===== src/rtl/beat_gen.sv =====
// beat_gen: beat (W) and phase (T) timing generator for the hardwired instruction controller.
module beat_gen #(
  parameter int TPH = 1
) (
  input  logic       MF,
  input  logic       CLR,
  input  logic       QD,
  input  logic       DP,
  input  logic       TJ,
  input  logic       SHORT,
  input  logic       LONG,
  input  logic       STOP,
  output logic [3:1] W,
  output logic [3:1] T,
  output logic       RUN
);
  typedef enum logic {ST_HALT, ST_RUN} state_t;
  localparam logic [3:0] LAST = 4'(TPH - 1);
  state_t     r_state, w_state;
  logic [2:0] r_pb, r_w, r_t, w_pb, w_w, w_t, w_nb;
  logic [3:0] r_cnt, w_cnt;
  logic       r_q1, r_q2, r_q3;
  logic       w_rise, w_last;
  assign w_rise = r_q2 & ~r_q3;
  assign w_last = r_cnt == LAST;
  assign w_nb   = r_w[0] ? (SHORT ? 3'b001 : 3'b010) : r_w[1] ? (LONG ? 3'b100 : 3'b001) : 3'b001;
  always_comb begin
    w_state = r_state;
    w_pb    = r_pb;
    w_w     = r_w;
    w_t     = r_t;
    w_cnt   = r_cnt;
    if (r_state == ST_HALT) begin
      if (w_rise && !TJ) begin
        w_state = ST_RUN;
        w_w     = r_pb;
        w_t     = 3'b001;
        w_cnt   = '0;
      end
    end else if (!w_last) begin
      w_cnt = r_cnt + 4'd1;
    end else begin
      w_cnt = '0;
      if (!r_t[2]) begin
        w_t = r_t << 1;
      end else if (STOP || DP || TJ) begin
        w_state = ST_HALT;
        w_pb    = w_nb;
        w_w     = '0;
        w_t     = '0;
      end else begin
        w_w = w_nb;
        w_t = 3'b001;
      end
    end
  end
  // q* reset high so a QD held through reset is not seen as a press
  always_ff @(posedge MF or negedge CLR) begin
    if (!CLR) begin
      r_state <= ST_HALT;
      r_pb    <= 3'b001;
      r_w     <= '0;
      r_t     <= '0;
      r_cnt   <= '0;
      r_q1    <= 1'b1;
      r_q2    <= 1'b1;
      r_q3    <= 1'b1;
    end else begin
      r_state <= w_state;
      r_pb    <= w_pb;
      r_w     <= w_w;
      r_t     <= w_t;
      r_cnt   <= w_cnt;
      r_q1    <= QD;
      r_q2    <= r_q1;
      r_q3    <= r_q2;
    end
  end
  assign W   = r_w;
  assign T   = r_t;
  assign RUN = r_state == ST_RUN;
endmodule


===== config.mk =====
export PLATFORM = sky130hd
export DESIGN_NAME = beat_gen
export DESIGN_NICKNAME = d
export VERILOG_FILES = /design/src/rtl/beat_gen.sv
export SDC_FILE = /design/constraint.sdc
export NUM_CORES = 1
export LEC_CHECK = 0
export ABC_AREA = 1
export CORE_UTILIZATION = 35
export CTS_CLUSTER_DIAMETER = 100
export DETAILED_ROUTE_END_ITERATION = 6
export PLACE_DENSITY = 0.68
export SLEW_MARGIN = 20
export SYNTH_ARGS = -nofsm -noshare
export SYNTH_HDL_FRONTEND = slang
export SYNTH_SLANG_ARGS = --single-unit

===== constraint.sdc =====
create_clock -name MF -period 2.2 [get_ports MF]
set_input_delay 0.44 -clock MF [delete_from_list [all_inputs] [get_ports MF]]
set_output_delay 0.44 -clock MF [all_outputs]
set_load 0.01 [all_outputs]

==> results.yml <==
clock_network:
  cts_tree: "yes"
  h-tree-depth: 1
  clk_latency_ps: 290
  postCtsResizedCells: 0
  cts_buffers: 3
  cts.sinks: 17
  post_cts_buffers: 0
  clk_pin_slew_worst_paths_ps: 100
  ctsHoldBuffers: 0
  cts_buffer_depth: 2
  clock-root-buffer: "clkbuf_4"
pwr:
  ir_worst_vdd_mv: 0.335
  p_int_uw: 399
  p_per_area_nw_per_um2: 498
  comb_power_share_pct: 5.0
  p_clk_share_pct: 33.6
  p_sw_uw: 120
  pwr-share-seq_pct: 61.4
  switching_share_pct: 23.1
  cellLeakagePower_nw: 0.488
logic_synthesis:
  ys_types: 22
  syn_avg_cell_area_um2: 8.86
  yosysTopAreaCell: "dfrtp_1"
  yosysWarnings: 0
  synth.area.top_cells: "dfrtp_1, nand2_1, dfstp_2"
  ys_seq_area_share_pct: 51.1
  synth_top_cell_area_share_pct: 38.6
  synth_fp_nets: 105
  yosys_register_bits: 17
  netlist_instances: 95
  synth_area_um2: 842
min_path:
  hold_end: "r_q2"
  hold_class: "flop to flop"
  hold_start: "r_q1"
  holdPathStages: 0
status:
  outcome: "finished clean"
placed_design:
  dpl_worst_slack_ps: 554
  port_buffers: 14
  place_congestion: 0.842
  hpwl_um: 1170
timing:
  hold_violations: 0
  worstMarginPinSlew_ps: 316
  timing.slew.headroom_pct: 78.9
  setup_ws_ps: 323
  fin_setup_tns_ps: 0
  max_freq_mhz: 533
  rsz0062_at_grt: "false"
  setup_viol: 0
  min_period_over_period_pct: 85.3
  finalCriticalPeriod_ps: 1880
  skew_ps: 5.96
  slew_violations: 0
route:
  dr.pass1.iters: 4
  postRouteWirelength_um: 1550
  wl_per_cell_um: 11.0
  detail_route.vias_per_cell: 4.61
  route.detailed.drc: 0
  num_vias: 650
  drtAntennaViolNets: 0
  drt_iter0_markers: 10
layout:
  most-common-layout-cells: "nand2_1, clkdlybuf4s50_1, dfrtp_1"
  diodes: 0
  final_common_cell: "nand2_1"
  nets: 124
  drive_gt1_share_pct: 19.5
  syn_to_final_growth_pct: 23.6
floorplanning:
  start_util_pct: 37.7
  die_area_um2: 2610
  rows: 17
  pin_count: 15
  core_um2: 2230
  die_w_um: 51.1
  dieHeight_um: 51.1
worst_setup_path:
  worstReg2RegStart: "r_cnt[0]"
  rr_worst_depth: 8
  end_kind: "output pin"
  r2r-end: "W[1]"
  critical-path-top-delay-family: "buffers and inverters"
  worst-r2r-setup-slack_ps: 900
  cp-start-kind: "flop"
  cp_cell_sequence: "clkdlybuf4s50_1"
  cp_data_required_time_ps: 1760
  cp_max_fo: 7
  worstSetupPathType: "flop to output pin"
  critPathSlowestCell: "clkdlybuf4s50_1"
  slowest_delay_ps: 610
  worst-path-buf-inv: 1
  arrival_ps: 1440
grt:
  grt_use_total_pct: 14.3
  grt_max_degree: 18
  grt_first_pass_wirelength_um: 2680
  antenna_found_initial: 0
  overflow: 0
  grt_pass1_vias: 621
run:
  max-cap-violations: 0
power by group through the flow:
| stage | Combinational [mW] | Clock [mW] | Sequential [mW] |
|---|---|---|---|
| 4_1_cts | 0.0265 | 0.173 | 0.318 |
| 3_3_place_gp | 0.0258 | 0 | 0.324 |
| 6_report | 0.0260 | 0.174 | 0.318 |
| 2_1_floorplan | 0.00480 | 0 | 0.324 |
| 5_1_grt | 0.0287 | 0.190 | 0.319 |
| 3_5_place_dp | 0.0264 | 0 | 0.324 |
worst max path at each step:
| stage | startpoint | endpoint | slack, ps | cells past startpoint |
|---|---|---|---|---|
| 6_report | T[3] | T[3] | 320 | 1 |
| 5_1_grt | T[3] | T[3] | 250 | 1 |
| 4_1_cts | T[3] | T[3] | 330 | 1 |
| 3_5_place_dp | TJ | W[1] | 550 | 8 |
| 3_3_place_gp | TJ | W[2] | 570 | 8 |
| 2_1_floorplan | r_cnt[0] | W[1] | 1020 | 8 |
state kept, by name, indices dropped and copies added (netlist names):
signal	cells
RUN	1
T	3
W	3
r_cnt	4
r_pb	3
r_q1	1
r_q2	1
r_q3	1
per-stage QoR:
step | power, mW | cell area (um^2) | std cells | hold slack [ps] | util, %
2_1_floorplan | 0.329 | 842 | 95 | 144 | -
3_3_place_gp | 0.350 | 1010 | 137 | 348 | 45.4
3_5_place_dp | 0.351 | 1010 | 137 | 347 | 45.4
4_1_cts | 0.518 | 1040 | 141 | 368 | 46.6
5_1_grt | 0.538 | 1040 | 141 | 379 | 46.6
6_report | 0.519 | 1040 | 141 | 366 | 46.6
metal layers:
| layer | part of all wire, % | vias up | global-route usage, % |
|---|---|---|---|
| met5 | 0 | - | 0 |
| met1 | 52 | 296 | 19.3 |
| met3 | 3.7 | 2 | 6.25 |
| met4 | 0.65 | 0 | 2.78 |
| li1 | - | 339 | - |
| met2 | 43 | 13 | 21.3 |
synthesized netlist by cell type:
master   number
o21ai_0       4
nor2_8        1
inv_1         4
nor2_4        1
nand3_1       4
ha_1          2
nand3_2       2
nor2_2        3
nand2_2       3
nand2_1      36
o21ai_1       3
xnor2_1       1
nand2_4       1
xor2_1        1
a21oi_1       1
nor2_1        4
and2_1        1
dfstp_2       4
dfrtp_1      13
buf_6         1
inv_2         2
nand4_1       3
final cells by class:
| type | count | area (um^2) |
|---|---|---|
| Tap cell | 28 | 35.0 |
| Sequential cell | 17 | 430 |
| Inverter | 6 | 22.5 |
| Clock inverter | 1 | 5.00 |
| Multi-Input combinational cell | 71 | 378 |
| Fill cell | 219 | 1190 |
| Timing Repair Buffer | 15 | 148 |
| Clock buffer | 3 | 22.5 |
cell families after synthesis:
| group | synth area share, % |
|---|---|
| and+or+nand+nor | 35.1 |
| DFF | 51.1 |
| AOI/OAI and AO/OA | 4.75 |
| buffers and inverters | 4.01 |
| xor gates and xnor gates | 2.08 |
| adders and majority gates | 2.97 |
Power figures use the tool's default switching activity.
